### src/rtl/lsu_if.sv
// Data-memory bus between the load/store unit (master) and memory (slave).
interface lsu_if #(
    parameter int unsigned WIDTH = 32
);
    localparam int unsigned NB = WIDTH / 8;

    logic             mem_req;
    logic             mem_we;
    logic [WIDTH-1:0] mem_addr;
    logic [NB-1:0]    mem_be;
    logic [WIDTH-1:0] mem_wdata;
    logic [WIDTH-1:0] mem_rdata;
    logic             mem_ready;

    modport master (
        output mem_req, mem_we, mem_addr, mem_be, mem_wdata,
        input  mem_rdata, mem_ready
    );

    modport slave (
        input  mem_req, mem_we, mem_addr, mem_be, mem_wdata,
        output mem_rdata, mem_ready
    );
endinterface

### src/rtl/lsu.sv
// Load/store unit: one data-memory transaction per core request, with byte
// enables, store-lane replication, load extension, illegal-size and timeout
// errors. Define MISALIGN_TRAP_EN to trap misaligned halfword/word accesses.
module lsu #(
    parameter int unsigned WIDTH   = 32,
    parameter int unsigned TIMEOUT = 16
) (
    input  logic             clk,
    input  logic             rst,
    input  logic             i_lsu_valid,
    input  logic             i_lsu_we,
    input  logic [2:0]       i_lsu_funct3,
    input  logic [WIDTH-1:0] i_lsu_addr,
    input  logic [WIDTH-1:0] i_lsu_wdata,
    output logic [WIDTH-1:0] o_lsu_rdata,
    output logic             o_lsu_done,
    output logic             o_lsu_err,
    output logic             o_lsu_busy,
    lsu_if.master            mem_bus
);
    localparam int unsigned NB = 4;
    localparam int unsigned CW = $clog2(TIMEOUT + 1);

    typedef enum logic [1:0] {S_IDLE, S_WAIT, S_DONE} state_t;

    state_t           r_state, w_state_nxt;
    logic [2:0]       r_funct3;
    logic [1:0]       r_off;
    logic [CW-1:0]    r_cnt;
    logic             r_req, r_we, r_done, r_err, r_busy;
    logic [WIDTH-1:0] r_addr, r_wdata, r_rdata;
    logic [NB-1:0]    r_be;

    logic             w_illegal, w_misalign;
    logic             w_start, w_fin_ok, w_fin_err, w_cnt_inc;
    logic [NB-1:0]    w_be;
    logic [WIDTH-1:0] w_st_data, w_ld_data;
    logic [7:0]       w_byte;
    logic [15:0]      w_half;

    assign o_lsu_rdata       = r_rdata;
    assign o_lsu_done        = r_done;
    assign o_lsu_err         = r_err;
    assign o_lsu_busy        = r_busy;
    assign mem_bus.mem_req   = r_req;
    assign mem_bus.mem_we    = r_we;
    assign mem_bus.mem_addr  = r_addr;
    assign mem_bus.mem_be    = r_be;
    assign mem_bus.mem_wdata = r_wdata;

    // Request decode: legality, alignment, byte enables and replicated store data.
    always_comb begin
        w_illegal  = 1'b1;
        w_misalign = 1'b0;
        w_be       = 4'b1111;
        w_st_data  = i_lsu_wdata;
        case (i_lsu_funct3)
            3'b000, 3'b001, 3'b010: w_illegal = 1'b0;
            3'b100, 3'b101:         w_illegal = i_lsu_we;
            default:                w_illegal = 1'b1;
        endcase
`ifdef MISALIGN_TRAP_EN
        w_misalign = ((i_lsu_funct3[1:0] == 2'b01) && i_lsu_addr[0]) ||
                     ((i_lsu_funct3[1:0] == 2'b10) && (i_lsu_addr[1:0] != 2'b00));
`else
        w_misalign = 1'b0;
`endif
        case (i_lsu_funct3[1:0])
            2'b00: begin
                w_be      = 4'b0001 << i_lsu_addr[1:0];
                w_st_data = {4{i_lsu_wdata[7:0]}};
            end
            2'b01: begin
                w_be      = 4'b0011 << {i_lsu_addr[1], 1'b0};
                w_st_data = {2{i_lsu_wdata[15:0]}};
            end
            default: begin
                w_be      = 4'b1111;
                w_st_data = i_lsu_wdata;
            end
        endcase
    end

    // Load formatting: lane select by offset, then sign or zero extension.
    always_comb begin
        w_byte    = 8'(mem_bus.mem_rdata >> {r_off, 3'b000});
        w_half    = r_off[1] ? mem_bus.mem_rdata[31:16] : mem_bus.mem_rdata[15:0];
        w_ld_data = mem_bus.mem_rdata;
        case (r_funct3[1:0])
            2'b00:   w_ld_data = r_funct3[2] ? {24'b0, w_byte} : {{24{w_byte[7]}}, w_byte};
            2'b01:   w_ld_data = r_funct3[2] ? {16'b0, w_half} : {{16{w_half[15]}}, w_half};
            default: w_ld_data = mem_bus.mem_rdata;
        endcase
    end

    // State register.
    always_ff @(posedge clk or posedge rst) begin
        if (rst) r_state <= S_IDLE;
        else     r_state <= w_state_nxt;
    end

    // Next-state logic; ready is checked before the timeout so success wins a tie.
    always_comb begin
        w_state_nxt = r_state;
        w_start     = 1'b0;
        w_fin_ok    = 1'b0;
        w_fin_err   = 1'b0;
        w_cnt_inc   = 1'b0;
        case (r_state)
            S_IDLE: begin
                if (i_lsu_valid) begin
                    if (w_illegal || w_misalign) begin
                        w_state_nxt = S_DONE;
                        w_fin_err   = 1'b1;
                    end else begin
                        w_state_nxt = S_WAIT;
                        w_start     = 1'b1;
                    end
                end
            end
            S_WAIT: begin
                if (mem_bus.mem_ready) begin
                    w_state_nxt = S_DONE;
                    w_fin_ok    = 1'b1;
                end else if (r_cnt == CW'(TIMEOUT - 1)) begin
                    w_state_nxt = S_DONE;
                    w_fin_err   = 1'b1;
                end else begin
                    w_cnt_inc = 1'b1;
                end
            end
            S_DONE:  w_state_nxt = S_IDLE;
            default: w_state_nxt = S_IDLE;
        endcase
    end

    // Registered outputs, captured request fields and the wait counter.
    always_ff @(posedge clk or posedge rst) begin
        if (rst) begin
            r_req    <= 1'b0;
            r_we     <= 1'b0;
            r_done   <= 1'b0;
            r_err    <= 1'b0;
            r_busy   <= 1'b0;
            r_addr   <= '0;
            r_be     <= '0;
            r_wdata  <= '0;
            r_rdata  <= '0;
            r_funct3 <= '0;
            r_off    <= '0;
            r_cnt    <= '0;
        end else begin
            r_req  <= (w_state_nxt == S_WAIT);
            r_busy <= (w_state_nxt != S_IDLE);
            r_done <= (w_state_nxt == S_DONE);
            r_err  <= w_fin_err;
            if (w_start) begin
                r_we     <= i_lsu_we;
                r_addr   <= {i_lsu_addr[WIDTH-1:2], 2'b00};
                r_be     <= w_be;
                r_wdata  <= w_st_data;
                r_funct3 <= i_lsu_funct3;
                r_off    <= i_lsu_addr[1:0];
                r_cnt    <= '0;
            end else if (w_cnt_inc) begin
                r_cnt <= r_cnt + CW'(1);
            end
            if (w_fin_ok)       r_rdata <= r_we ? '0 : w_ld_data;
            else if (w_fin_err) r_rdata <= '0;
        end
    end
endmodule

### src/flat_wrapper.sv
// flat-port wrapper written by rule: the top's interface ports become plain ports
module lsu_flat 
#(
    parameter int unsigned WIDTH   = 32,
    parameter int unsigned TIMEOUT = 16
)
  (clk, rst, i_lsu_valid, i_lsu_we, i_lsu_funct3, i_lsu_addr, i_lsu_wdata, o_lsu_rdata, o_lsu_done, o_lsu_err, o_lsu_busy, mem_bus_mem_req, mem_bus_mem_we, mem_bus_mem_addr, mem_bus_mem_be, mem_bus_mem_wdata, mem_bus_mem_rdata, mem_bus_mem_ready);
  lsu_if #(.WIDTH(WIDTH)) mem_bus_i ();
  input  logic clk;
  input  logic rst;
  input  logic i_lsu_valid;
  input  logic i_lsu_we;
  input  logic [2:0] i_lsu_funct3;
  input  logic [WIDTH-1:0] i_lsu_addr;
  input  logic [WIDTH-1:0] i_lsu_wdata;
  output logic [WIDTH-1:0] o_lsu_rdata;
  output logic o_lsu_done;
  output logic o_lsu_err;
  output logic o_lsu_busy;
  output wire logic [$bits(mem_bus_i.mem_req)-1:0] mem_bus_mem_req;
  output wire logic [$bits(mem_bus_i.mem_we)-1:0] mem_bus_mem_we;
  output wire logic [$bits(mem_bus_i.mem_addr)-1:0] mem_bus_mem_addr;
  output wire logic [$bits(mem_bus_i.mem_be)-1:0] mem_bus_mem_be;
  output wire logic [$bits(mem_bus_i.mem_wdata)-1:0] mem_bus_mem_wdata;
  input wire logic [$bits(mem_bus_i.mem_rdata)-1:0] mem_bus_mem_rdata;
  input wire logic [$bits(mem_bus_i.mem_ready)-1:0] mem_bus_mem_ready;
  assign mem_bus_mem_req = mem_bus_i.mem_req;
  assign mem_bus_mem_we = mem_bus_i.mem_we;
  assign mem_bus_mem_addr = mem_bus_i.mem_addr;
  assign mem_bus_mem_be = mem_bus_i.mem_be;
  assign mem_bus_mem_wdata = mem_bus_i.mem_wdata;
  assign mem_bus_i.mem_rdata = mem_bus_mem_rdata;
  assign mem_bus_i.mem_ready = mem_bus_mem_ready;
  lsu #(.WIDTH(WIDTH), .TIMEOUT(TIMEOUT)) u_core (.clk(clk), .rst(rst), .i_lsu_valid(i_lsu_valid), .i_lsu_we(i_lsu_we), .i_lsu_funct3(i_lsu_funct3), .i_lsu_addr(i_lsu_addr), .i_lsu_wdata(i_lsu_wdata), .o_lsu_rdata(o_lsu_rdata), .o_lsu_done(o_lsu_done), .o_lsu_err(o_lsu_err), .o_lsu_busy(o_lsu_busy), .mem_bus(mem_bus_i));
endmodule
### config.mk
export PLATFORM = sky130hd
export DESIGN_NAME = lsu_flat
export DESIGN_NICKNAME = d
export VERILOG_FILES = /design/src/rtl/lsu_if.sv /design/src/rtl/lsu.sv /design/src/flat_wrapper.sv
export SDC_FILE = /design/constraint.sdc
export NUM_CORES = 1
export LEC_CHECK = 0
export CAP_MARGIN = 25
export CORE_UTILIZATION = 44
export CTS_CLUSTER_DIAMETER = 120
export CTS_CLUSTER_SIZE = 14
export DETAILED_ROUTE_END_ITERATION = 10
export PLACE_DENSITY = 0.81
export SETUP_SLACK_MARGIN = 0.05
export SYNTH_ARGS = -nofsm -noshare
export SYNTH_HDL_FRONTEND = slang
export SYNTH_SLANG_ARGS = --single-unit
### constraint.sdc
create_clock -name clk -period 3.9 [get_ports clk]
set_input_delay 0.585 -clock clk [delete_from_list [all_inputs] [get_ports clk]]
set_output_delay 0.585 -clock clk [all_outputs]
set_load 0.1 [all_outputs]
After elaboration in Yosys (flattened, before gate mapping)
Index checks and enable logic that the tools add are counted.
{"block": "word_totals", "reg_bits": 115, "in_bits": 104, "out_inout_bits": 105}
{"block": "op_classes", "add_sub_neg": 1, "eq_ne": 10, "shifts": 3, "muxes": 30, "reduce_logical": 9}
{"cell": "two-way mux 32 bit", "count": 5}
{"cell": "case mux 32 bit (2 select lines)", "count": 2}
{"cell": ">> shifter 32 x 5 -> 8 bit", "count": 1}
{"cell": "two-way mux 16 bit", "count": 1}
{"cell": "two-way mux 1 bit", "count": 12}
{"cell": "two-way mux 5 bit", "count": 2}
{"cell": "== test 2 x 1 -> 1 bit (second input constant)", "count": 4}
{"cell": "two-way mux 2 bit", "count": 4}
{"cell": "case mux 4 bit (2 select lines)", "count": 1}
{"cell": "== test 3 bit (second input constant)", "count": 2}
{"cell": "logical NOT 2 bit", "count": 3}
{"cell": "nonzero test 2 bit", "count": 3}
{"cell": "adder 5 x 1 -> 5 bit (second input constant)", "count": 1}
{"cell": "== test 5 x 4 -> 1 bit (second input constant)", "count": 1}
{"cell": "case mux 1 bit (2 select lines)", "count": 2}
{"cell": "case mux 2 bit (2 select lines)", "count": 1}
{"cell": "<< shifter 1 x 2 -> 4 bit (first input constant)", "count": 1}
{"cell": "<< shifter 2 x 2 -> 4 bit (first input constant)", "count": 1}
{"cell": "== test 3 x 1 -> 1 bit (second input constant)", "count": 1}
{"cell": "== test 3 x 2 -> 1 bit (second input constant)", "count": 1}
{"cell": "logical NOT 3 bit", "count": 1}
{"cell": "OR reduction 3 bit", "count": 1}
{"cell": "== test 2 bit (second input constant)", "count": 1}
{"cell": "OR reduction 2 bit", "count": 1}

Longest topological paths before layout
Gate-level depths: netlist (run 1).
{"block": "logic_depth", "ltp_word": 8, "ltp_mapped": 7, "depth_no_buf": 7}

Least setup slack after synthesis (run 1)
Ideal clock, no wire load.
{"block": "synth_path", "path_kind": "register -> register", "start": "reg u_core.r_we (netlist: u_core.mem_bus.mem_we)", "end": "reg u_core.r_rdata[16] (netlist: u_core.o_lsu_rdata[16])", "setup_ns": 0.126, "t_arrival_ns": 1.963, "t_required_ns": 3.774, "slack_ns": 1.811, "stages_incl_launch_ff": 7, "n_path_buf": 3, "synth_period_minus_slack_ns": 2.089, "cell_sequence": "dfrtp_1 -> nor4bb_1 -> buf_2 -> and2_1 -> clkbuf_2 -> buf_4 -> a221o_1"}
{"block": "synth_between", "elab_chain_cells": 2}
{"item": "from (decl)", "line": "lsu.sv:30", "rtl": "logic r_req, r_we, r_done, r_err, r_busy;"}
{"item": "from (signal assigned)", "line": "lsu.sv:158", "rtl": "r_we <= i_lsu_we;"}
{"item": "two-way mux 32 bit (2 in a row)", "line": "lsu.sv:168", "rtl": "if (w_fin_ok) r_rdata <= r_we ? '0 : w_ld_data;"}
{"item": "to (signal assigned)", "line": "lsu.sv:168"}
{"item": "to (decl)", "line": "lsu.sv:31", "rtl": "logic [WIDTH-1:0] r_addr, r_wdata, r_rdata;"}
Every way passes these cells.
A chain may end at the register's enable or synchronous reset.

Worst setup path in the final report (run 1)
{"block": "layout_path", "start": "reg u_core.r_we (netlist: u_core.mem_bus.mem_we)", "end": "out mem_bus_mem_we"}
{"item": "to (decl)", "line": "flat_wrapper.sv:21", "rtl": "output wire logic [$bits(mem_bus_i.mem_we)-1:0] mem_bus_mem_we;"}
No word-level cell between the ends.

==> results of run 1 <==
[power by group through the flow]
stage	combinational (mW)	clock, mW	sequential, mW
floorplan	0.689	0	4.32
global placement	4.15	0	1.85
detailed placement	4.19	0	1.87
CTS	4.20	1.62	1.86
global route	4.33	1.67	1.90
finish	4.19	1.59	1.86
[through the flow]
step	power, mW	utilization	setup WS [ns]	area, um^2	instances
final	7.64	0.695	1.35	8000	884
after global routing	7.91	0.695	1.29	8000	884
after CTS	7.68	0.695	1.33	8000	884
after detailed placement	6.06	0.642	1.02	7390	853
after global placement	6.01	0.642	1.07	7390	853
after floorplan	5.01	-	0.271	5240	533
[cell families after synthesis]
logic type / Yosys count
flops: 115
simple gates: 217
fa+ha+maj: 3
mux: 34
xor+xnor: 3
other cells: 1
buf+inv: 45
compound gates: 114
[state kept, by name, summed over array words and instances (netlist names)]
register	count
u_core.r_off	2
u_core.r_funct3	3
u_core.mem_bus.mem_be	4
u_core.mem_bus.mem_wdata	32
u_core.o_lsu_busy	1
u_core.o_lsu_err	1
u_core.o_lsu_done	1
u_core.r_state	2
u_core.r_cnt	5
u_core.mem_bus.mem_addr	30
u_core.o_lsu_rdata	32
u_core.mem_bus.mem_we	1
u_core.mem_bus.mem_req	1
[cell usage in the layout, fill, tap and decap left out, drive strengths merged, types with 2 or more instances in the layout]
cell           Yosys  routed
inv                7       7
xor2               2       2
clkinvlp           0       3
clkdlybuf4s50      0     206
a31oi              3       3
bufinv             0       4
o221ai             7       7
mux2i             33      33
nor2b              3       3
o2bb2ai            9       9
a21o               3       3
ha                 3       3
clkinv             1       4
dfrtp            115     115
buf               19       8
nand2            162     162
a21oi             21      21
or2                2       2
clkbuf            18      21
a221o             16      16
nand2b            10      10
and2               2       2
nor2              20      20
o21a               2       2
a32o               7       7
o21ai             43      43
nor4b              2       2
conb               1       2
or3                9       9
[routing by layer]
layer / wire length [um] / track usage / share of wire
met1: 6050 / 0.289 / 0.42
met2: 6960 / 0.405 / 0.48
met3: 1350 / 0.0957 / 0.093
met4: 200 / 0.0802 / 0.014
met5: 0 / 0 / 0
[cell type report]
type	count	share of cell area
timing repair buffer	214	0.267
clock inverter	10	0.0197
sequential	115	0.360
tap	143	0.0224
multi-input combinational	373	0.271
clock buffer	21	0.0563
inverter	8	0.00407
[how the worst max path moves through the flow]
stage                                     start                           to  depth (start not counted)
after floorplan                             rst  u_core.mem_bus.mem_addr[10]                          1
after global placement          i_lsu_funct3[0]       u_core.o_lsu_rdata[17]                          6
after detailed placement        i_lsu_funct3[0]       u_core.o_lsu_rdata[17]                          6
after CTS                 u_core.mem_bus.mem_we               mem_bus_mem_we                          1
after global routing      u_core.mem_bus.mem_we               mem_bus_mem_we                          1
final                     u_core.mem_bus.mem_we               mem_bus_mem_we                          1
==> qor.log, run 1 <==
qor: logic_synthesis.synth_top_cells_by_area sky130_fd_sc_hd__dfrtp_1 55%, sky130_fd_sc_hd__nand2_1 12%, sky130_fd_sc_hd__mux2i_1 6.3%, sky130_fd_sc_hd__o21ai_0 3.8%, sky130_fd_sc_hd__a221o_1 3.1%
qor: global_routing.grt_usage 0.244
qor: setup_path.crit_family buffers and inverters
qor: logic_synthesis.syn_avg_cell_area 9.85 um^2
qor: clock_tree.clk-insertion-delay-late 0.40 ns
qor: logic_synthesis.synthArstFlopShare 1.00
qor: global_routing.overflow 0
qor: setup_path.path_max_fanout 3
qor: clock_tree.post_cts_hold_buffer_count 0
qor: finish.nets 836
qor: logic_synthesis.synth_compound_area_frac 0.153
qor: logic_synthesis.synth_top_cell_by_area sky130_fd_sc_hd__dfrtp_1
qor: timing.worst_clock_skew 0.00917 ns
qor: route.count_of_unresolved_drc_violations_after_routing 28
qor: pwr.power.net_switching 4.01 mW
qor: timing.achievable-frequency 0.392 GHz
qor: floorplanning.num_io_pins 209
qor: setup_path.critical_path_buf_inv_count 1
qor: setup_path.rr_worst_depth 6
qor: timing.hold_viol_final 0
qor: timing.setup_viol 0
qor: logic_synthesis.yosysUniqueCellTypes 48
qor: logic_synthesis.synth_adder_area_share 0.00716
qor: setup_path.worstPathRequired 3.31 ns
qor: clock_tree.clock-sinks 115
qor: finish.multi_input_comb_area 0.00217 mm^2
qor: setup_path.cp_slowest_stage_delay 1.16 ns
qor: route.drtPass1Iterations 8
qor: min_path.worst_hold_startpoint u_core.mem_bus.mem_addr[14]
qor: clock_tree.h-tree-depth 4
qor: status.violations DRC
qor: clock_tree.cts_buffer_count 17
qor: pwr.internal-power 3.63 mW
qor: logic_synthesis.most_repeated_cell_in_the_gate_level_netlist_after_synthesis sky130_fd_sc_hd__nand2_1
qor: floorplanning.die-area 0.0123 mm^2
qor: pwr.pwr_density_cell 954 mW/mm^2
qor: route.detailroute.via_count 4713
qor: logic_synthesis.postSynth.topFlopCell sky130_fd_sc_hd__dfrtp_1
qor: pwr.power.sequential.fraction 0.243
qor: min_path.hold_path_stages 2
qor: floorplanning.core 0.0115 mm^2
qor: finish.fraction_of_layout_cells_with_a_size_suffix_above_1 0.0661
qor: min_path.hold_class register to register
qor: pwr.comb_power_share 0.548
qor: clock_tree.cts_tree yes
qor: route.wl_per_cell 16.5 um
qor: global_routing.antenna_violations_before_repair 0
qor: floorplanning.fp.dieH 111 um
qor: floorplanning.start_util 0.455
qor: route.detail-route-antenna-nets 0
qor: timing.post-route-period-util 0.654
qor: logic_synthesis.muxShareOfSynthArea 0.0652
qor: logic_synthesis.post_synth_instance_area 0.00524 mm^2
qor: timing.hold_ws 0.469 ns
qor: logic_synthesis.synth_largest_type_area_fraction 0.549
qor: floorplanning.row_count 39
qor: timing.setup_repair_after_global_routing_missed_its_margin no
qor: timing.timing.final.max_slew_violations 0
qor: timing.worstMarginPinSlew 1.04 ns
qor: setup_path.rr_endpoint u_core.o_lsu_rdata[30]
qor: min_path.worst_hold_path.endpoint u_core.mem_bus.mem_addr[14]
qor: clock_tree.post_cts_buffers 0
qor: status.outcome finished, violations left
qor: setup_path.criticalPathCategory register to output port
qor: logic_synthesis.synth_register_bits 115
qor: finish.syn2layout_area_growth 52.7%
qor: setup_path.worstPathCellList clkdlybuf4s50_1
qor: placed_design.port_buffers 206
qor: global_routing.grt_first_pass_wirelength 23700 um
qor: route.first_iter_violations 251
qor: setup_path.timing.rr.start u_core.r_cnt[0]
qor: logic_synthesis.dominant_combinational_cell_family_by_area_after_synthesis simple AND/OR/NAND/NOR gates
qor: timing.period_needed 2.55 ns
qor: logic_synthesis.fraction_of_the_yosys_area_taken_by_sequential_cells 0.549
qor: logic_synthesis.synth_top_cells_by_count 162 x sky130_fd_sc_hd__nand2_1, 115 x sky130_fd_sc_hd__dfrtp_1, 40 x sky130_fd_sc_hd__o21ai_0, 33 x sky130_fd_sc_hd__mux2i_1, 20 x sky130_fd_sc_hd__a21oi_1
qor: timing.slew_headroom 0.304
qor: global_routing.via_count_of_the_first_global_routing_pass 4770
qor: floorplanning.chipWidth 111 um
qor: logic_synthesis.number_of_enable_type_register_cells_in_the_synthesized_netlist 0
qor: setup_path.slowest_stage sky130_fd_sc_hd__clkdlybuf4s50_1
qor: clock_tree.cts-root-to-sink-buffers 2
qor: setup_path.crit_arrival 1.97 ns
qor: setup_path.reg2reg_slack 1.53 ns
qor: route.routed_wirelength 14600 um
qor: pwr.clkPwrFrac 0.208
qor: logic_synthesis.synthCells 532
qor: finish.num_antenna_cells 0
qor: run.maxCapViolCount 0
qor: setup_path.setup.worst_path.end_class output port
qor: finish.regArea 0.00288 mm^2
qor: global_routing.grt_start_max_net_pins 68
qor: setup_path.critPathLaunchType register
qor: clock_tree.clk_pin_slew 0.05 ns
qor: logic_synthesis.fraction_of_the_mapped_netlist_area_in_simple_logic_gates 0.179
qor: timing.setup-tns-final 0 ns
qor: pwr.vdd_ir_drop_max 0.000639 V
qor: clock_tree.cts_root_buf sky130_fd_sc_hd__clkbuf_16
qor: clock_tree.cts.repair.resized 0
qor: placed_design.detailedPlacementHpwl 10500 um
qor: logic_synthesis.yosys_warnings 0
qor: finish.fillerInstances 870
qor: pwr.power.switching_fraction 0.525
qor: placed_design.gp_congestion 0.823
qor: route.post_drt_via_cell_ratio 5.33
qor: pwr.static-leakage-power 3.59 nW
qor: logic_synthesis.synth-xor-area-share 0.00501
Power figures use the tool's default switching activity.
==> run 2, diff against run 1 <==
==> constraint.sdc (replaced) <==
create_clock -name clk -period 2.44 [get_ports clk]
set_input_delay 0.366 -clock clk [delete_from_list [all_inputs] [get_ports clk]]
set_output_delay 0.366 -clock clk [all_outputs]
set_load 0.1 [all_outputs]
==> qor.log, run 2 (synthesized netlist as in run 1, its figures left out) <==
qor: status.outcome finished, violations left [unchanged]
qor: status.violations DRC [unchanged]
qor: global_routing.grt_first_pass_wirelength 24500 um [was 23700 um]
qor: pwr.pwr_density_cell 1540 mW/mm^2 [was 954 mW/mm^2]
qor: finish.final_common_cell sky130_fd_sc_hd__nand2_1 [was sky130_fd_sc_hd__clkdlybuf4s50_1]
qor: placed_design.detailedPlacementHpwl 10700 um [was 10500 um]
qor: finish.fraction_of_layout_cells_with_a_size_suffix_above_1 0.217 [was 0.0661]
qor: setup_path.rr_worst_depth 7 [was 6]
qor: floorplanning.row_count 39 [unchanged]
qor: floorplanning.die-area 0.0123 mm^2 [unchanged]
qor: floorplanning.chipWidth 111 um [unchanged]
qor: timing.period_needed 2.13 ns
qor: finish.most-common-layout-cells 162 x sky130_fd_sc_hd__nand2_1, 118 x sky130_fd_sc_hd__buf_4, 115 x sky130_fd_sc_hd__dfrtp_1 [was 206 x sky130_fd_sc_hd__clkdlybuf4s50_1, 162 x sky130_fd_sc_hd__nand2_1, 115 x sky130_fd_sc_hd__dfrtp_1]
qor: pwr.internal-power 5.57 mW [was 3.63 mW]
qor: global_routing.antenna_violations_before_repair 0 [unchanged]
qor: timing.final_critical_path_setup_slack 0.306 ns [was 1.35 ns]
qor: pwr.power.total 12.0 mW [was 7.64 mW]
qor: clock_tree.cts_buffer_count 17 [unchanged]
qor: setup_path.setup.worst_path.end_class register [was output port]
qor: setup_path.critical_path_buf_inv_count 1 [unchanged]
qor: route.routed_wirelength 15100 um [was 14600 um]
qor: setup_path.cp_common_cell sky130_fd_sc_hd__ha_1
qor: pwr.clkPwrFrac 0.208 [about the same]
qor: setup_path.cp_slowest_stage_delay 0.47 ns [was 1.16 ns]
qor: route.post_drt_via_cell_ratio 5.31 [was 5.33]
qor: timing.hold_ws 0.479 ns [was 0.469 ns]
qor: floorplanning.start_util 0.455 [unchanged]
qor: timing.post-route-period-util 0.875
qor: pwr.comb_power_share 0.549 [was 0.548]
qor: global_routing.via_count_of_the_first_global_routing_pass 4958 [was 4770]
qor: setup_path.critPathLaunchType register [unchanged]
qor: setup_path.worstPathCellList ha_1 > and3_1 > ha_1 > o21ai_0 > a21o_2 > buf_4 > o2bb2ai_1 [was clkdlybuf4s50_1]
qor: clock_tree.clock-sinks 115 [unchanged]
qor: route.drtPass1Iterations 7 [was 8]
qor: setup_path.critical_path_depth_in_cells 7 [was 1]
qor: pwr.power.sequential.fraction 0.244 [was 0.243]
qor: placed_design.place_inst 862 [was 853]
qor: placed_design.port_buffers 206 [unchanged]
qor: setup_path.path_max_fanout 26 [was 3]
qor: pwr.power.switching_fraction 0.537 [was 0.525]
qor: finish.nets 845 [was 836]
qor: setup_path.worstPathRequired 2.76 ns [was 3.31 ns]
qor: setup_path.slowest_stage sky130_fd_sc_hd__a21o_2 [was sky130_fd_sc_hd__clkdlybuf4s50_1]
qor: finish.syn2layout_area_growth 49.1% [was 52.7%]
qor: finish.num_antenna_cells 0 [unchanged]
qor: clock_tree.cts_root_buf sky130_fd_sc_hd__clkbuf_16 [unchanged]
qor: global_routing.overflow 0 [unchanged]
qor: timing.worstMarginPinSlew 0.617 ns [was 1.04 ns]
qor: setup_path.crit_family compound AO/OA/AOI/OAI gates [was buffers and inverters]
qor: min_path.hold_class register to register [unchanged]
qor: clock_tree.post_cts_buffers 0 [unchanged]
qor: timing.slew_headroom 0.589 [was 0.304]
qor: placed_design.preCtsSetupSlack -0.0207 ns [was 1.02 ns]
qor: floorplanning.num_io_pins 209 [unchanged]
qor: floorplanning.core 0.0115 mm^2 [unchanged]
qor: finish.post_layout_nonfiller_instances 894 [was 884]
qor: route.wl_per_cell 16.8 um [was 16.5 um]
qor: global_routing.grt_usage 0.255 [was 0.244]
qor: pwr.static-leakage-power 3.79 nW [was 3.59 nW]
qor: clock_tree.cts_tree yes [unchanged]
qor: timing.setup_repair_after_global_routing_missed_its_margin no [unchanged]
qor: clock_tree.h-tree-depth 4 [unchanged]
qor: finish.utilization 0.679 [was 0.695]
qor: route.count_of_unresolved_drc_violations_after_routing 30 [was 28]
qor: setup_path.criticalPathCategory register to register [was register to output port]
qor: timing.achievable-frequency 0.469 GHz
qor: pwr.power.net_switching 6.45 mW [was 4.01 mW]
qor: pwr.vdd_ir_drop_max 0.00105 V [was 0.000639 V]
qor: route.detailroute.via_count 4743 [was 4713]
qor: clock_tree.clk_pin_slew 0.06 ns [was 0.05 ns]
qor: min_path.hold_path_stages 2 [unchanged]
qor: global_routing.grt_start_max_net_pins 116 [was 68]
qor: timing.timing.final.max_slew_violations 0 [unchanged]
qor: setup_path.crit_arrival 2.45 ns [was 1.97 ns]
qor: run.maxCapViolCount 0 [unchanged]
qor: clock_tree.cts-root-to-sink-buffers 2 [unchanged]
qor: route.detail-route-antenna-nets 0 [unchanged]
qor: timing.setup_viol 0 [unchanged]
qor: clock_tree.clk-insertion-delay-late 0.40 ns [about the same]
qor: timing.worst_clock_skew 0.00799 ns [was 0.00917 ns]
qor: timing.hold_viol_final 0 [unchanged]
qor: route.first_iter_violations 274 [was 251]
qor: finish.fillerInstances 900 [was 870]
qor: placed_design.gp_congestion 0.836 [was 0.823]
qor: floorplanning.fp.dieH 111 um [unchanged]
[run 2: path summary, 6_finish.rpt]
path                       slack [ns]                         start                           end
hold / removal                   0.48  u_core.mem_bus.mem_wdata[12]  u_core.mem_bus.mem_wdata[12]
setup reg to reg                 0.31               u_core.r_cnt[0]         u_core.o_lsu_rdata[7]
hold reg to reg                  0.48  u_core.mem_bus.mem_wdata[12]  u_core.mem_bus.mem_wdata[12]
max in group asynchronous        1.47                           rst   u_core.mem_bus.mem_wdata[5]
setup / recovery                 0.31               u_core.r_cnt[0]         u_core.o_lsu_rdata[7]
min in group asynchronous        0.49                           rst   u_core.mem_bus.mem_addr[23]
[run 2: layer usage]
layer	share of wire	vias to the layer above	routed length (um)	global-route usage
met5	0	-	0	0
met4	0.013	0	200	0.0892
met3	0.088	14	1330	0.0919
met2	0.49	184	7340	0.426
met1	0.41	2315	6190	0.304
li1	-	2230	-	-
[run 2: through the flow]
| step | TNS (ns) | instance area, um^2 |
|---|---|---|
| 6_report | 0 | 7810 |
| 3_5_place_dp | -0.0736 | 7220 |
| 5_1_grt | 0 | 7810 |
| 3_3_place_gp | 0 | 7220 |
| 4_1_cts | 0 | 7810 |
| 2_1_floorplan | 0 | 5250 |
[run 2: what timing repair did]
item / in CTS / in global routing
hold buffers: 0 / 0
resized for setup: 0 / 1
endpoints found under the setup margin: 0 / 25
[run 2: final cells by class]
type	instances	area, um^2	share of cell area
Clock buffer	22	464	0.0594
Clock inverter	10	131	0.0168
Inverter	8	33.8	0.00432
Multi-Input combinational cell	373	2170	0.278
Sequential cell	115	2880	0.368
Tap cell	143	179	0.0229
Timing Repair Buffer	223	1960	0.250
[run 2: worst min-delay path: stages (launching register included)]
cell,delay (ns)
sky130_fd_sc_hd__dfrtp_1,0.34
sky130_fd_sc_hd__nand2_1,0.05
sky130_fd_sc_hd__o21ai_0,0.06
[run 2: power by group through the flow]
| stage | clock network, mW | registers [mW] | logic, mW |
|---|---|---|---|
| 6_report | 2.50 | 2.93 | 6.60 |
| 5_1_grt | 2.62 | 3.01 | 6.83 |
| 4_1_cts | 2.53 | 2.93 | 6.62 |
| 3_5_place_dp | 0 | 2.95 | 6.61 |
| 3_3_place_gp | 0 | 2.92 | 6.53 |
| 2_1_floorplan | 0 | 6.90 | 1.10 |
==> run 3, diff against run 2 <==
--- a/config.mk
+++ b/config.mk
@@ -6,11 +6,11 @@
 export NUM_CORES = 1
 export LEC_CHECK = 0
 export CAP_MARGIN = 25
-export CORE_UTILIZATION = 44
+export CORE_UTILIZATION = 45
 export CTS_CLUSTER_DIAMETER = 120
-export CTS_CLUSTER_SIZE = 14
+export CTS_CLUSTER_SIZE = 12
 export DETAILED_ROUTE_END_ITERATION = 10
-export PLACE_DENSITY = 0.81
+export PLACE_DENSITY = 0.83
 export SETUP_SLACK_MARGIN = 0.05
 export SYNTH_ARGS = -nofsm -noshare
 export SYNTH_HDL_FRONTEND = slang
==> constraint.sdc (replaced) <==
create_clock -name clk -period 2.53 [get_ports clk]
set_input_delay 0.3795 -clock clk [delete_from_list [all_inputs] [get_ports clk]]
set_output_delay 0.3795 -clock clk [all_outputs]
set_load 0.1 [all_outputs]
==> qor.log, run 3 (synthesized netlist as in run 1, its figures left out) <==
qor: route.first_iter_violations 330 [was 274]
qor: pwr.comb_power_share 0.550 [was 0.549]
qor: setup_path.rr_worst_depth 7 [unchanged]
qor: global_routing.via_count_of_the_first_global_routing_pass 4662 [was 4958]
qor: finish.num_antenna_cells 0 [unchanged]
qor: placed_design.gp_congestion 0.838 [was 0.836]
qor: finish.syn2layout_area_growth 48.4% [was 49.1%]
qor: timing.hold_ws 0.473 ns [was 0.479 ns]
qor: route.count_of_unresolved_drc_violations_after_routing 0 [was 30]
qor: timing.post-route-period-util 0.859 [was 0.875]
qor: timing.achievable-frequency 0.460 GHz [was 0.469 GHz]
qor: setup_path.setup.worst_path.end_class register [unchanged]
qor: setup_path.reg2reg_slack 0.36 ns [was 0.31 ns]
qor: global_routing.grt_start_max_net_pins 116 [unchanged]
qor: global_routing.grt_first_pass_wirelength 22800 um [was 24500 um]
qor: route.routed-wl-met3 1310 um [was 1330 um]
qor: timing.worst_clock_skew 0.00795 ns [was 0.00799 ns]
qor: route.routed_wirelength 15000 um [was 15100 um]
qor: floorplanning.row_count 39 [unchanged]
qor: timing.setup_repair_after_global_routing_missed_its_margin no [unchanged]
qor: finish.nets 839 [was 845]
qor: clock_tree.clk-insertion-delay-late 0.41 ns [was 0.40 ns]
qor: clock_tree.cts_buffer_count 17 [unchanged]
qor: timing.worstMarginPinSlew 0.672 ns [was 0.617 ns]
qor: setup_path.rr_endpoint u_core.r_cnt[3] [was u_core.o_lsu_rdata[7]]
qor: route.drtPass1Iterations 4 [was 7]
qor: clock_tree.cts_tree yes [unchanged]
qor: clock_tree.cts-root-to-sink-buffers 2 [unchanged]
qor: finish.multi_input_comb_area 0.00217 mm^2 [unchanged]
qor: placed_design.port_buffers 206 [unchanged]
qor: setup_path.worstPathRequired 2.81 ns [was 2.76 ns]
qor: timing.slew_headroom 0.551 [was 0.589]
qor: pwr.power.total 11.6 mW [was 12.0 mW]
qor: finish.fraction_of_layout_cells_with_a_size_suffix_above_1 0.212 [was 0.217]
qor: clock_tree.clk_pin_slew 0.05 ns [was 0.06 ns]
qor: finish.fillerInstances 899 [was 900]
qor: route.detailroute.via_count 4768 [was 4743]
qor: floorplanning.fp.dieH 110 um [was 111 um]
qor: global_routing.grt_usage 0.251 [was 0.255]
qor: floorplanning.start_util 0.461 [was 0.455]
qor: pwr.static-leakage-power 3.76 nW [was 3.79 nW]
qor: min_path.hold_path_stages 2 [unchanged]
qor: finish.regArea 0.00288 mm^2 [unchanged]
qor: clock_tree.cts_root_buf sky130_fd_sc_hd__clkbuf_16 [unchanged]
qor: finish.utilization 0.684 [was 0.679]
qor: pwr.pwr_density_cell 1490 mW/mm^2 [was 1540 mW/mm^2]
qor: status.outcome completed [was finished, violations left]
qor: min_path.worst_hold_path.endpoint u_core.mem_bus.mem_addr[22] [was u_core.mem_bus.mem_wdata[12]]
qor: route.wl_met2 7330 um [was 7340 um]
qor: timing.timing.final.max_slew_violations 0 [unchanged]
qor: floorplanning.core 0.0114 mm^2 [was 0.0115 mm^2]
qor: global_routing.antenna_violations_before_repair 0 [unchanged]
qor: timing.setup_viol 0 [unchanged]
qor: timing.setup-tns-final 0 ns [unchanged]
qor: global_routing.overflow 0 [unchanged]
qor: min_path.hold_class register to register [unchanged]
qor: pwr.power.switching_fraction 0.540 [was 0.537]
qor: setup_path.crit_arrival 2.45 ns [about the same]
qor: floorplanning.num_io_pins 209 [unchanged]
qor: floorplanning.chipWidth 110 um [was 111 um]
qor: floorplanning.die-area 0.0121 mm^2 [was 0.0123 mm^2]
qor: route.post_drt_via_cell_ratio 5.37 [was 5.31]
qor: clock_tree.clock-sinks 115 [unchanged]
qor: setup_path.critPathLaunchType register [unchanged]
qor: clock_tree.post_cts_hold_buffer_count 0 [unchanged]
qor: setup_path.criticalPathCategory register to register [unchanged]
qor: run.maxCapViolCount 0 [unchanged]
qor: pwr.clkPwrFrac 0.206 [was 0.208]
qor: route.m1WireLength 6210 um [was 6190 um]
qor: pwr.vdd_ir_drop_max 0.00119 V [was 0.00105 V]
qor: finish.final_common_cell sky130_fd_sc_hd__nand2_1 [unchanged]
qor: setup_path.timing.rr.start u_core.r_cnt[0] [unchanged]
qor: min_path.worst_hold_startpoint u_core.mem_bus.mem_addr[22] [was u_core.mem_bus.mem_wdata[12]]
qor: route.detail-route-antenna-nets 0 [unchanged]
qor: pwr.power.sequential.fraction 0.244 [about the same]
qor: route.top_layer_used met4 [unchanged]
qor: route.wl_per_cell 16.9 um [was 16.8 um]
qor: timing.period_needed 2.17 ns [was 2.13 ns]
qor: pwr.internal-power 5.32 mW [was 5.57 mW]
qor: placed_design.detailedPlacementHpwl 10400 um [was 10700 um]
qor: finish.most-common-layout-cells 162 x sky130_fd_sc_hd__nand2_1, 115 x sky130_fd_sc_hd__dfrtp_1, 111 x sky130_fd_sc_hd__buf_4 [was 162 x sky130_fd_sc_hd__nand2_1, 118 x sky130_fd_sc_hd__buf_4, 115 x sky130_fd_sc_hd__dfrtp_1]
qor: pwr.power.net_switching 6.24 mW [was 6.45 mW]
qor: clock_tree.h-tree-depth 4 [unchanged]
qor: setup_path.path_max_fanout 6 [was 26]
qor: timing.hold_viol_final 0 [unchanged]
run 3: metal layers:
metal  GRT usage  vias to the layer above
li1            -                     2229
met1       0.297                     2329
met2       0.424                      198
met3      0.0919                       12
met4      0.0790                        0
met5           0                        -
run 3: final cells by class:
cell class	instances	share of cell area
inverters	8	0.00434
clock buffers	23	0.0628
flip-flops and latches	115	0.370
clock inverters	9	0.0132
well taps	143	0.0230
repair buffers	217	0.247
multi-input cells	373	0.279
run 3: worst max-delay path: stages, from the launching register on:
cell                      delay (ns)
sky130_fd_sc_hd__dfrtp_1        0.41
sky130_fd_sc_hd__ha_1           0.23
sky130_fd_sc_hd__and3_1         0.21
sky130_fd_sc_hd__ha_1           0.22
sky130_fd_sc_hd__nor4b_2        0.59
sky130_fd_sc_hd__nand4_1        0.19
sky130_fd_sc_hd__xor2_1         0.16
sky130_fd_sc_hd__nor2_1         0.06
run 3: worst max-delay path by stage:
stage | start | cells past startpoint | to
global placement | i_lsu_funct3[2] | 6 | u_core.o_lsu_rdata[2]
detailed placement | i_lsu_funct3[2] | 6 | u_core.o_lsu_rdata[0]
global route | u_core.r_cnt[0] | 7 | u_core.r_cnt[3]
CTS | u_core.r_cnt[0] | 7 | u_core.o_lsu_rdata[6]
finish | u_core.r_cnt[0] | 7 | u_core.r_cnt[3]
floorplan | u_core.mem_bus.mem_we | 6 | u_core.o_lsu_rdata[16]
run 3: metrics by stage:
stage	setup slack [ns]	area (um^2)	instances
after floorplan	0.441	5250	533
after global placement	0.0830	7180	856
after detailed placement	0.0103	7180	856
after CTS	0.102	7770	888
after global routing	0.218	7780	888
final	0.355	7780	888
run 3: what timing repair did:
action / 4_1_cts / 5_1_grt
setup buffers: 0 / 0
resized for setup: 0 / 1
endpoints found under the setup margin: 0 / 7
run 3: power groups by stage:
stage               combinational, mW  clock (mW)  sequential (mW)
CTS                              6.38        2.41             2.82
floorplan                        1.06           0             6.66
global placement                 6.29           0             2.80
detailed placement               6.38           0             2.83
global route                     6.59        2.50             2.90
finish                           6.36        2.38             2.83
==> edit (settings of run 2) <==
The 3 states of `state_t` get a one-hot encoding in 3 bits.
--- a/src/rtl/lsu.sv
+++ b/src/rtl/lsu.sv
@@ -22,5 +22,5 @@
     localparam int unsigned CW = $clog2(TIMEOUT + 1);
 
-    typedef enum logic [1:0] {S_IDLE, S_WAIT, S_DONE} state_t;
+    typedef enum logic [2:0] {S_IDLE = 3'b001, S_WAIT = 3'b010, S_DONE = 3'b100} state_t;
 
     state_t           r_state, w_state_nxt;
Check against the original RTL: same outputs for any inputs over 4 cycles, from zero or initial values and one cycle with rst high; so few cycles prove little.
==> edit against run 2 <==
The flow still finishes with violations (design-rule violations); sequential cell count grew 1; wire length shrank 2.7%; setup slack gained 0.12 ns; worst hold slack lost 0.047 ns; critical path depth grew 1; area after synthesis grew 0.93%; cell area grew 1.6%.
Power is not shown: default switching activity piles up to over one toggle a cycle in this logic, so the estimate is an artifact.
==> edit: results (changes against run 2) <==
| Metric | Value |
|---|---|
| Status | `finished, violations left (unchanged)` |
| Violated checks | `design-rule violations (unchanged)` |
| Global-route wire length before repair | `23600 um (was 24500 um)` |
| Routed WL | `14600 um (was 15100 um)` |
| Final nets | `764 (was 845)` |
| # clk buffers | `23 (was 22)` |
| Die footprint | `12500 um2 (was 12300 um2)` |
| Met3 Track Usage GR | `0.0915 (was 0.0919)` |
| Crit Path Max Fanout | `34 (was 26)` |
| Met3 Wirelength | `1490 um (was 1330 um)` |
| Worst reg2reg path depth | `8 (was 7)` |
| Syn Inst Count | `450 (was 532)` |
| # DRC | `18 (was 30)` |
| Pin count of the biggest net entering global routing | `65 (was 116)` |
| Clock skew | `0.00690 ns (was 0.00799 ns)` |
| Placed Area | `7260 um2 (was 7220 um2)` |
| Flop2flop setup slack | `0.42 ns (was 0.31 ns)` |
| M1 GR Usage | `0.277 (was 0.304)` |
| Worst Setup Slack, final | `0.423 ns (was 0.306 ns)` |
| Rel. slew slack | `0.336 (was 0.589)` |
| Worst R2R End | `u_core.o_lsu_rdata[20] (was u_core.o_lsu_rdata[7])` |
| Yosys cell types | `51 (was 48)` |
| Total track usage | `0.245 (was 0.255)` |
| RePlAce Congestion | `0.883 (was 0.836)` |
| WL met2 | `7280 um (was 7340 um)` |
| Fill count | `848 (was 900)` |
| Arr. time, crit path | `2.36 ns (was 2.45 ns)` |
| Post-DP HPWL | `10800 um (was 10700 um)` |
| First drt pass iteration count | `8 (was 7)` |
| M2 GR Usage | `0.417 (was 0.426)` |
| Buffers excl. clock | `221 (was 223)` |
| Hold_ws | `0.432 ns (was 0.479 ns)` |
| Number of multi-input logic gates | `291 (was 373)` |
| Multi-input logic area | `2170 um2 (about the same)` |
| Met1 WL | `5580 um (was 6190 um)` |
| Signal buf overhead | `0.248 (was 0.250)` |
| Area Overhead vs Synth | `50.1% (was 49.1%)` |
| Seq/Total Area, Yosys | `0.549 (about the same)` |
| DP Worst Slack | `0.249 ns (was -0.0207 ns)` |
| Wire per inst | `18.0 um (was 16.8 um)` |
| Vias in the first global route | `4564 (was 4958)` |
-- edit: changes by cell type in the layout (fill, tap and decap cells not counted), moves of 4 or more --
| cell | before | now |
|---|---|---|
| o21ai_0 | 40 | 8 |
| o221ai_1 | 7 | 0 |
| o21ai_1 | 2 | 37 |
| mux2_1 | 0 | 43 |
| inv_2 | 0 | 4 |
| nand2_1 | 162 | 40 |
| buf_4 | 118 | 114 |
-- edit: cells by family after synthesis --
family / after synthesis / synth area share
other cells: 1 / 0.000709
mux: 78 / 0.161
xor+xnor: 3 / 0.00497
simple gates: 96 / 0.0916
fa+ha+maj: 2 / 0.00473
flops: 116 / 0.549
compound gates: 110 / 0.143
buf+inv: 44 / 0.0452
-- edit: critical path, stage by stage (launching register included) --
cell and delay, ns:
dfrtp_1 0.39, ha_1 0.21, and3_1 0.19, ha_1 0.21, nor2_1 0.24, nor3_1 0.10, a21oi_2 0.18, buf_12 0.22
a221o_1 0.18
